[src/rtl/ahb_to_apb_bridge_mp.sv]
// ahb_to_apb_bridge_mp: AHB-Lite slave to multi-slave APB3 master bridge with wait states and error mapping.
// Optional feature: define APB_TIMEOUT_EN to abort ACCESS after TIMEOUT_CYCLES cycles without PREADY.
module ahb_to_apb_bridge_mp #(
  parameter int ADDR_WIDTH     = 32,
  parameter int DATA_WIDTH     = 32,
  parameter int NUM_SLAVES     = 4,
  parameter int SLAVE_AW       = 12,
  parameter int TIMEOUT_CYCLES = 16
) (
  input  logic                             HCLK,
  input  logic                             HRESETn,
  input  logic                             HSEL,
  input  logic [ADDR_WIDTH-1:0]            HADDR,
  input  logic [1:0]                       HTRANS,
  input  logic                             HWRITE,
  input  logic [DATA_WIDTH-1:0]            HWDATA,
  input  logic                             HREADY,
  output logic                             HREADY_OUT,
  output logic [1:0]                       HRESP,
  output logic [DATA_WIDTH-1:0]            HRDATA,
  output logic [NUM_SLAVES-1:0]            PSEL,
  output logic                             PENABLE,
  output logic [ADDR_WIDTH-1:0]            PADDR,
  output logic                             PWRITE,
  output logic [DATA_WIDTH-1:0]            PWDATA,
  input  logic [NUM_SLAVES*DATA_WIDTH-1:0] PRDATA,
  input  logic [NUM_SLAVES-1:0]            PREADY,
  input  logic [NUM_SLAVES-1:0]            PSLVERR
);
  localparam int IDX_W = NUM_SLAVES > 1 ? $clog2(NUM_SLAVES) : 1;
  localparam logic [31:0] NS = NUM_SLAVES;
  typedef enum logic [2:0] {IDLE, LATCH, SETUP, ACCESS, ERR1, ERR2} state_t;
  state_t state, state_d;
  logic [IDX_W-1:0] idx, idx_d, a_idx;
  logic [ADDR_WIDTH-1:0] addr, addr_d, paddr_d;
  logic write, write_d, hready_d, penable_d, pwrite_d, sel_ready, sel_err, accept, expired;
  logic [1:0] hresp_d;
  logic [DATA_WIDTH-1:0] hrdata_d, pwdata_d;
  logic [NUM_SLAVES-1:0] psel_d;
  assign a_idx = HADDR[SLAVE_AW +: IDX_W];
  assign accept = HSEL && HREADY && (HTRANS inside {2'b10, 2'b11});
  assign sel_ready = PREADY[idx];
  assign sel_err = PSLVERR[idx];
`ifdef APB_TIMEOUT_EN
  localparam int CW = $clog2(TIMEOUT_CYCLES + 1);
  logic [CW-1:0] cnt;
  assign expired = cnt == CW'(TIMEOUT_CYCLES - 1);
  // count not-ready ACCESS cycles, cleared as the transfer enters ACCESS
  always_ff @(posedge HCLK or negedge HRESETn)
    if (!HRESETn) cnt <= '0;
    else if (state == SETUP) cnt <= '0;
    else if (state == ACCESS && !sel_ready) cnt <= cnt + 1'b1;
`else
  assign expired = 1'b0;
`endif
  // next-state and next-output decode; every output is a register
  always_comb begin
    state_d = state;
    idx_d = idx;
    addr_d = addr;
    write_d = write;
    hready_d = HREADY_OUT;
    hresp_d = HRESP;
    hrdata_d = HRDATA;
    psel_d = PSEL;
    penable_d = PENABLE;
    paddr_d = PADDR;
    pwrite_d = PWRITE;
    pwdata_d = PWDATA;
    case (state)
      IDLE: if (accept) begin
        addr_d = HADDR;
        write_d = HWRITE;
        idx_d = a_idx;
        hready_d = 1'b0;
        state_d = {1'b0, a_idx} < NS[IDX_W:0] ? LATCH : ERR1;
        hresp_d = {1'b0, a_idx} < NS[IDX_W:0] ? 2'b00 : 2'b01;
      end
      LATCH: begin
        pwdata_d = write ? HWDATA : PWDATA;
        paddr_d = addr;
        pwrite_d = write;
        psel_d = NUM_SLAVES'(1) << idx;
        state_d = SETUP;
      end
      SETUP: begin
        penable_d = 1'b1;
        state_d = ACCESS;
      end
      ACCESS: if (sel_ready || expired) begin
        psel_d = '0;
        penable_d = 1'b0;
        state_d = (sel_ready && !sel_err) ? IDLE : ERR1;
        hresp_d = (sel_ready && !sel_err) ? 2'b00 : 2'b01;
        hready_d = sel_ready && !sel_err;
        hrdata_d = (sel_ready && !sel_err && !write) ? PRDATA[idx*DATA_WIDTH +: DATA_WIDTH] : HRDATA;
      end
      ERR1: begin
        hready_d = 1'b1;
        state_d = ERR2;
      end
      ERR2: begin
        hresp_d = 2'b00;
        state_d = IDLE;
      end
      default: state_d = IDLE;
    endcase
  end
  // state and output registers with asynchronous reset
  always_ff @(posedge HCLK or negedge HRESETn)
    if (!HRESETn) begin
      state <= IDLE;
      idx <= '0;
      addr <= '0;
      write <= 1'b0;
      HREADY_OUT <= 1'b1;
      HRESP <= 2'b00;
      HRDATA <= '0;
      PSEL <= '0;
      PENABLE <= 1'b0;
      PADDR <= '0;
      PWRITE <= 1'b0;
      PWDATA <= '0;
    end else begin
      state <= state_d;
      idx <= idx_d;
      addr <= addr_d;
      write <= write_d;
      HREADY_OUT <= hready_d;
      HRESP <= hresp_d;
      HRDATA <= hrdata_d;
      PSEL <= psel_d;
      PENABLE <= penable_d;
      PADDR <= paddr_d;
      PWRITE <= pwrite_d;
      PWDATA <= pwdata_d;
    end
endmodule

[config.mk]
export PLATFORM = sky130hd
export DESIGN_NAME = ahb_to_apb_bridge_mp
export DESIGN_NICKNAME = d
export VERILOG_FILES = /design/src/rtl/ahb_to_apb_bridge_mp.sv
export SDC_FILE = /design/constraint.sdc
export NUM_CORES = 1
export LEC_CHECK = 0
export ABC_CLOCK_PERIOD_IN_PS = 1900
export CAP_MARGIN = 20
export CORE_MARGIN = 10
export CORE_UTILIZATION = 30
export CTS_CLUSTER_SIZE = 24
export DETAILED_ROUTE_END_ITERATION = 10
export SYNTH_ARGS = -nofsm -noshare
export SYNTH_HDL_FRONTEND = slang
export SYNTH_SLANG_ARGS = --single-unit
[constraint.sdc]
create_clock -name HCLK -period 1.9 [get_ports HCLK]
set_input_delay 0.38 -clock HCLK [delete_from_list [all_inputs] [get_ports HCLK]]
set_output_delay 0.38 -clock HCLK [all_outputs]
set_load 0.02 [all_outputs]
### After elaboration in Yosys (flattened, before gate mapping)

Cells that the tools add are included.

* register bits after elaboration: 143
* input bits: 207
* output and inout bits: 105
* logic and storage cells: 63

* order comparisons: 1
* equal/unequal tests: 9
* shift operators: 2
* multiplexer cells: 19
* reductions and logical operators: 20

Operator list (count)
* $shiftx A128 B8 Y32: 1
* $pmux W3 S5: 1
* $reduce_and A2 Y1: 5
* $mux W3: 3
* $reduce_and A3 Y1: 3
* $pmux W4 S2: 1
* $eq A3 B2 Y1 const B: 2
* $eq A3 B3 Y1 const B: 2
* $mux W1: 6
* $pmux W2 S3: 1
* $reduce_bool A2 Y1: 3
* $reduce_bool A3 Y1: 2
* $bmux W1 S2: 2
* $eq A2 B2 Y1 const B: 2
* $logic_and A1 B1 Y1: 4
* $mux W2: 2
* $mux W4: 1
* $ne A2 B2 Y1 const B: 2
* $shl A1 B2 Y4 const A: 1
* $eq A3 B1 Y1 const B: 1
* $logic_not A3 Y1: 1
* $lt A2 B3 Y1 const B: 1
* $pmux W1 S3: 1
* $logic_not A1 Y1: 2
* $pmux W1 S2: 1

### Logic depth before layout (Yosys ltp)

Gate-level depths: netlist (run 1).

* depth in word-level cells: 7
* mapped depth: 7
* depth with buffers taken out: 4

### Worst setup path before layout (run 1)

Ideal clock, no wire load.

* kind: register to register
* start: register addr[13] (netlist name)
* end: register HRDATA[10]
* setup time: 0.125 ns
* arrival time: 1.651 ns
* data required time: 1.775 ns
* slack: 0.124 ns
* cell stages (with the launch flop): 7
* buffers on the path: 2
* clock period less this slack: 1.776 ns
* path through: dfrtp_1 buf_4 mux2i_1 o32ai_4 nand2_2 buf_6 mux2_4

RTL lines
* to (signal assigned): line 131 `HRDATA <= hrdata_d;`
* to (decl): line 20 `output logic [DATA_WIDTH-1:0] HRDATA,`

### Worst setup path after layout (run 1)

* start: register PSEL[2]
* end: output PSEL[2]

RTL lines
* from (decl): line 21 `output logic [NUM_SLAVES-1:0] PSEL,`
* from (signal assigned): line 132 `PSEL <= psel_d;`

No word-level cell between the ends.

==> key figures, run 1 <==
Power
  • Power, Total: between 15000 and 20000 µW
  • P_leak: approximately 0.0045 µW
  • Max VDD drop: roughly 630 µV
  • PwrDens: roughly 1600 mW/mm²
  • Comb pwr share: 48.6%
  • NetSw: between 5000 and 6000 µW
  • Internal power: around 11000 µW
  • Seq pwr share: 31.4%
  • Net switching share of the total power: between 30% and 40%
  • Power share of the clock group: between 20% and 30%

Timing
  • Skew final: roughly 0.013 ns
  • Slew Limit Headroom: between 60% and 70%
  • Hold slack: between 0.4 and 0.5 ns
  • Fin Setup TNS: 0 ns
  • FMAX: about 540 MHz
  • Final hold violations: 0
  • Setup violations, final: 0
  • Tmin final: between 1.5 and 2 ns
  • Pins Over Slew Limit: 0
  • Actual slew at the worst max-slew pin: 0.5020 ns
  • RSZ-0062 raised after global routing: false
  • Period utilization: between 90% and 100%

Synth
  • Synth top area share: a little under three fifths
  • Top post-synthesis cells by area: dfrtp_1 55%, mux2_2 12%, mux4_2 12%
  • Register bit total from synthesis: 140
  • Post-Syn Nets: around 660
  • Mapped Cells: roughly 450
  • Syn Area/Cell: roughly 14 µm²
  • Seq/Total Area, Yosys: between 50% and 60%
  • Mapped Area: between 0.006 and 0.007 mm²
  • YS warnings: 0
  • Largest area contributor in the netlist: dfrtp_1
  • Netlist cell types: 33

Die
  • Die span in x: approximately 160 µm
  • Die area: around 0.027 mm²
  • Core Area: just over 0.02 mm²
  • Top Ports: around 310
  • Rows: 52
  • Die height: 164.8 µm
  • Initial cell density of the core: between 30% and 40%

Clock tree
  • Clock buffer count from CTS: 17
  • Clk buf depth: 2
  • Reg clk slew, reported paths: roughly 0.060 ns
  • CTS Sinks: 140
  • Clock latency at the later pin of the worst-skew pair: roughly 0.42 ns
  • CTS H-tree depth: 4
  • CTS Root Buffer Type: clkbuf_16
  • CTS tree: yes

Global route
  • GR Util met2: between 30% and 40%
  • Total gr overflow: 0
  • Met1 usage: between 15 and 20%
  • Met3 usage: slightly below 6%
  • Busiest grt layer: met2
  • Gr usage total: between 10% and 20%
  • Vias in the first global route: roughly 5400
  • Initial antenna violation count: 3
  • First-pass GRT wire length: roughly 34000 µm
  • Largest net degree at the start of global routing: between 50 and 60

Worst setup path
  • Crit-path cells: clkdlybuf4s50_1
  • Slowest stage delay, CP: 0.69 ns
  • Worst EP required: around 1.5 ns
  • Critical Path Source Type: register
  • Critical Path AT: 1.46 ns
  • Max FO, Critical Path: 2
  • Worst path slowest cell: clkdlybuf4s50_1
  • CP top delay family: buffers and inverters
  • Bufs and invs on worst path: 1
  • Worst setup EP type: primary output
  • Crit path kind: register to primary output

Place
  • RePlAce Congestion: roughly 0.9
  • Post-DP HPWL: 18590 µm
  • Port Buf Inserts: 309

Drt
  • Via Count: 4833
  • Vias per cell: roughly 4.6
  • Wire length per cell: roughly 22 µm
  • Detailed Route WL: between 20000 and 25000 µm
  • DRT iter0 DRCs: approximately 180
  • Post-route ant nets: 0
  • Pre-Repair DR Iteration Count: 4
  • DRC Markers: 0

Cells and area
  • Share of cells above drive strength 1: roughly a quarter
  • Filler instances: around 1800
  • Multi-input gate area: 0.002619 mm²
  • Post-layout util: 51.00%
  • Nets: about 1000
  • Reg area: between 0.003 and 0.004 mm²
  • Synthesis-to-layout area growth: 65.76%

Run status
  • Status: complete, no violations

Job
  • Max_cap viols: 0

Hold path
  • Worst min-delay path class: register to register
through the flow:
stage	setup WS, ns	cell area, µm²	std cells
2_1_floorplan	0.1238	6286	448
3_3_place_gp	-0.2395	9807	1019
3_5_place_dp	-0.2728	9807	1019
4_1_cts	0.02943	10410	1052
5_1_grt	0.008170	10420	1053
6_report	0.05837	10420	1053
cells in the mapped netlist, drive strengths merged:
library cell / instances
and2: 1
conb: 1
a211oi: 1
nand3: 1
o31ai: 1
o22ai: 1
a21o: 1
inv: 1
nand2: 112
dfrtp: 139
a311o: 1
and3: 2
mux2i: 2
nor2b: 1
mux2: 98
dfstp: 1
clkbuf: 12
a21oi: 2
o21ai: 6
nand3b: 2
nand4b: 1
mux4: 33
nand2b: 2
o32ai: 2
buf: 19
nor2: 5
layer usage:
metal	share of wire, %	vias to the layer above
li1	-	2219
met1	37	2389
met2	53	198
met3	8.5	23
met4	1.8	4
met5	0.12	-
logic make-up (layout without fill, tap and decap cells):
family | Yosys count | in the layout | synth area share [%]
AND/OR/NAND/NOR | 127 | 127 | 8.121
multiplexers | 133 | 133 | 31.49
other | 1 | 2 | 0.05966
AO/OA/AOI/OAI | 15 | 15 | 1.832
flip-flops | 140 | 140 | 55.75
buffers and inverters | 32 | 366 | 2.747
final cells by class:
type | instances | share of cell area, %
Inverter | 1 | 0.03602
Tap cell | 270 | 3.242
Antenna cell | 1 | 0.02402
Clock inverter | 14 | 1.513
Timing Repair Buffer | 333 | 32.18
Sequential cell | 140 | 33.66
Clock buffer | 18 | 4.215
Multi-Input combinational cell | 276 | 25.13
repair_timing:
item	CTS	global route
gates resized for setup	1	2
hold buffers	1	0
pin swaps	0	0
buffers inserted	0	0
hold endpoints to repair	47	0
endpoints found under the setup margin	1	2
registers in the layout, indices dropped and copies added, names as in the netlist:
| name | count |
|---|---|
| idx | 1 |
| PWDATA | 32 |
| addr | 31 |
| PWRITE | 1 |
| HRDATA | 32 |
| PADDR | 32 |
| PENABLE | 1 |
| HREADY_OUT | 1 |
| PSEL | 4 |
| write | 1 |
| state | 3 |
| HRESP | 1 |
layout by cell type (no fill, tap or decap), types with 2 or more instances in the layout:
| cell type | instances |
|---|---|
| inv_6 | 4 |
| mux4_2 | 33 |
| mux2_2 | 68 |
| clkinv_2 | 2 |
| dfrtp_2 | 2 |
| bufinv_16 | 2 |
| buf_4 | 17 |
| nand2_1 | 111 |
| clkbuf_16 | 17 |
| nor2_2 | 2 |
| o21ai_0 | 6 |
| a21oi_1 | 2 |
| and3_1 | 2 |
| buf_12 | 6 |
| mux2_4 | 30 |
| clkinv_4 | 6 |
| dfrtp_1 | 137 |
| nor2_1 | 2 |
| mux2i_1 | 2 |
| nand2b_1 | 2 |
| clkdlybuf4s50_1 | 306 |
| nand3b_1 | 2 |
worst min-delay path, stage by stage, from the launching register on:
cell     delay (ns)
dfrtp_1        0.34
nand2_1        0.05
nand2_1        0.05
worst paths after layout:
path | from | endpoint | slack (ns) | cells after the start
setup reg to reg | idx[0]$_DFFE_PN0P_ | HRDATA[12]$_DFFE_PN0P_ | 0.08 | 5
min in group asynchronous | HRESETn | PWDATA[12]$_DFFE_PN0P_ | 0.49 | 2
setup / recovery | PSEL[2]$_DFFE_PN0P_ | PSEL[2] | 0.06 | 1
hold / removal | addr[11]$_DFFE_PN0P_ | PADDR[11]$_DFFE_PN0P_ | 0.46 | 2
hold reg to reg | addr[11]$_DFFE_PN0P_ | PADDR[11]$_DFFE_PN0P_ | 0.46 | 2
max in group asynchronous | HRESETn | addr[6]$_DFFE_PN0P_ | 0.70 | 3
power groups by stage:
stage               sequential [µW]  clock, µW  combinational (µW)
floorplan                      6350          0                3410
global placement               5230          0                8140
detailed placement             5290          0                8270
CTS                            5260       3420                8290
global route                   5430       3550                8640
finish                         5250       3350                8130
Power figures use the tool's default switching activity.
==> run 2, diff against run 1 <==
--- a/config.mk
+++ b/config.mk
@@ -7,6 +7,7 @@
 export LEC_CHECK = 0
 export ABC_CLOCK_PERIOD_IN_PS = 1900
 export CAP_MARGIN = 20
+export CORE_ASPECT_RATIO = 2
 export CORE_MARGIN = 10
 export CORE_UTILIZATION = 30
 export CTS_CLUSTER_SIZE = 24
==> key figures, run 2 (synthesis gave the netlist of run 1 again) <==
Place
  • Port Buf Inserts: 309 (unchanged)
  • Post-DP HPWL: 17720 µm (was 18590 µm)
  • DP Worst Slack: -0.2498 ns (was -0.2728 ns)
  • Placed Area: 0.009814 mm² (was 0.009807 mm²)
  • RePlAce Congestion: 0.8904 (was 0.8820)

Timing
  • Tmin final: 1.825 ns (was 1.842 ns)
  • Skew final: 0.01045 ns (was 0.01312 ns)
  • RSZ-0062 raised after global routing: false (unchanged)
  • Period utilization: 96.05% (was 96.93%)
  • Pins Over Slew Limit: 0 (unchanged)
  • FMAX: 548.0 MHz (was 543.0 MHz)
  • Setup ws final: 0.07514 ns (was 0.05837 ns)
  • Setup violations, final: 0 (unchanged)
  • Final hold violations: 0 (unchanged)
  • Fin Setup TNS: 0 ns (unchanged)

Clock tree
  • Clock buffer count from CTS: 17 (unchanged)
  • Reg clk slew, reported paths: 0.06 ns (about the same)
  • Clk buf depth: 2 (unchanged)
  • CTS tree: yes (unchanged)
  • CTS H-tree depth: 4 (unchanged)
  • CTS Root Buffer Type: clkbuf_16 (unchanged)
  • CTS Sinks: 140 (unchanged)
  • Clock latency at the later pin of the worst-skew pair: 0.42 ns (about the same)

Drt
  • Via Count: 4857 (was 4833)
  • Vias per cell: 4.626 (was 4.590)
  • Pre-Repair DR Iteration Count: 4 (unchanged)
  • Wire length per cell: 21.23 µm (was 22.17 µm)
  • DRT iter0 DRCs: 144 (was 181)
  • DRC Markers: 0 (unchanged)
  • Post-route ant nets: 0 (unchanged)
  • Detailed Route WL: 22290 µm (was 23340 µm)
  • Met3 WL: 1860 µm (was 1983 µm)
  • WL met1: 7768 µm (was 8635 µm)
  • Met2 WL: 12210 µm (was 12270 µm)
  • Top layer used by detailed routing: met4 (was met5)

Global route
  • Largest net degree at the start of global routing: 52 (was 56)
  • Total gr overflow: 0 (unchanged)
  • Vias in the first global route: 5595 (was 5410)
  • Gr usage total: 16.21% (was 16.68%)
  • First-pass GRT wire length: 33750 µm (was 34000 µm)
  • Initial antenna violation count: 0 (was 3)

Cells and area
  • Filler instances: 1850 (was 1803)
  • Final instance area: 0.01047 mm² (was 0.01042 mm²)
  • Share of cells above drive strength 1: 24.62% (was 24.94%)
  • Most frequent cells in the layout: 307 x clkdlybuf4s50_1, 137 x dfrtp_1, 111 x nand2_1, 68 x mux2_2, 33 x mux4_2 (was 306 x clkdlybuf4s50_1, 137 x dfrtp_1, 111 x nand2_1, 68 x mux2_2, 33 x mux4_2)
  • Biggest regs: HRDATA x32, PADDR x32, PWDATA x32 (unchanged)
  • Synthesis-to-layout area growth: 66.48% (was 65.76%)
  • Diodes inserted: 0 (was 1)
  • Post-layout util: 50.91% (was 51.00%)
  • Nets: 978 (was 976)
  • Commonest non-fill, non-tap cell in the layout: clkdlybuf4s50_1 (unchanged)
  • Reg area: 0.003507 mm² (unchanged)
  • Multi-input gate area: 0.002616 mm² (was 0.002619 mm²)

Worst setup path
  • Critical Path Source Type: register (unchanged)
  • Worst setup EP type: register (was primary output)
  • Max FO, Critical Path: 24 (was 2)
  • Worst EP required: 2.19 ns (was 1.52 ns)
  • Crit path kind: register to register (was register to primary output)
  • Critical Path AT: 2.12 ns (was 1.46 ns)

Hold path
  • Worst min-delay path class: primary input to asynchronous set/reset pin (was register to register)

Die
  • Rows: 74 (was 52)
  • Initial cell density of the core: 30.58% (was 30.77%)
  • Core Area: 0.02055 mm² (was 0.02043 mm²)
  • Die span in x: 122.4 µm (was 164.8 µm)
  • Top Ports: 312 (unchanged)
  • Die area: 0.02749 mm² (was 0.02714 mm²)
  • Die height: 224.7 µm (was 164.8 µm)

Power
  • Power share of the clock group: 20.7% (was 20.0%)
  • P_leak: 0.004515 µW (was 0.004508 µW)
  • Internal power: 11130 µW (was 10790 µW)
  • Comb pwr share: 48.5% (was 48.6%)
  • Net switching share of the total power: 34.58% (was 35.47%)
  • Max VDD drop: 740.4 µV (was 634.7 µV)
  • NetSw: 5886 µW (was 5930 µW)
  • Power, Total: 17020 µW (was 16720 µW)
  • PwrDens: 1626 mW/mm² (was 1605 mW/mm²)
  • Seq pwr share: 30.8% (was 31.4%)

Job
  • Max_cap viols: 0 (unchanged)

Run status
  • Status: complete, no violations (unchanged)
==> run 2: cell count changes in the layout (fill, tap and decap cells not counted), moves of 2 or more <==
| cell | before | now |
|---|---|---|
| bufinv_16 | 2 | 4 |
| clkbuf_1 | 0 | 3 |
| clkinv_4 | 6 | 0 |
| clkinvlp_4 | 0 | 2 |
| inv_6 | 4 | 2 |
==> run 2: path summary, 6_finish.rpt <==
kind                       slack (ns)                  from                endpoint  cells past startpoint
max reg2reg                      0.08    idx[0]$_DFFE_PN0P_  HRDATA[25]$_DFFE_PN0P_                      5
min reg2reg                      0.47  addr[26]$_DFFE_PN0P_   PADDR[26]$_DFFE_PN0P_                      2
min in group HCLK                0.47  addr[26]$_DFFE_PN0P_   PADDR[26]$_DFFE_PN0P_                      2
min                              0.42               HRESETn   PWDATA[5]$_DFFE_PN0P_                      2
max                              0.08    idx[0]$_DFFE_PN0P_  HRDATA[25]$_DFFE_PN0P_                      5
max in group asynchronous        0.86               HRESETn  PWDATA[31]$_DFFE_PN0P_                      3
==> run 2: metal layers <==
layer  track usage, %  vias up
met5                0        -
met4            5.424        0
met2            29.73      217
li1                 -     2214
met3            5.972       25
met1            16.23     2401
==> run 2: per-stage QoR <==
step           hold WS [ns]  instances
2_1_floorplan       0.08441        448
3_3_place_gp         0.2862       1015
3_5_place_dp         0.2892       1015
4_1_cts              0.4228       1050
5_1_grt              0.4550       1050
6_report             0.4200       1050
==> run 2: critical path, stage by stage (launching register included) <==
cell	delay, ns
dfrtp_2	0.42
mux4_2	0.56
nor2_2	0.11
nand2_2	0.08
buf_12	0.19
mux2_4	0.31
==> run 2: power by group through the flow <==
| stage | combinational, µW | clock (µW) | sequential [µW] |
|---|---|---|---|
| after floorplan | 3410 | 0 | 6350 |
| after global placement | 8230 | 0 | 5230 |
| final | 8260 | 3520 | 5240 |
| after detailed placement | 8360 | 0 | 5310 |
| after CTS | 8440 | 3630 | 5260 |
| after global routing | 8830 | 3740 | 5430 |
==> run 2: cell type report <==
| class | instances | area share (%) |
|---|---|---|
| Tap cell | 266 | 3.180 |
| Inverter | 1 | 0.03587 |
| Clock inverter | 10 | 1.554 |
| Timing Repair Buffer | 335 | 32.28 |
| Clock buffer | 22 | 4.436 |
| Sequential cell | 140 | 33.51 |
| Multi-Input combinational cell | 276 | 25.00 |
==> run 2: repair_timing <==
action                                 CTS  global route
hold buffers                             1             0
setup endpoints to repair                5             0
gates resized for setup                  1             0
endpoints found under the hold margin   29             0
setup buffers                            2             0
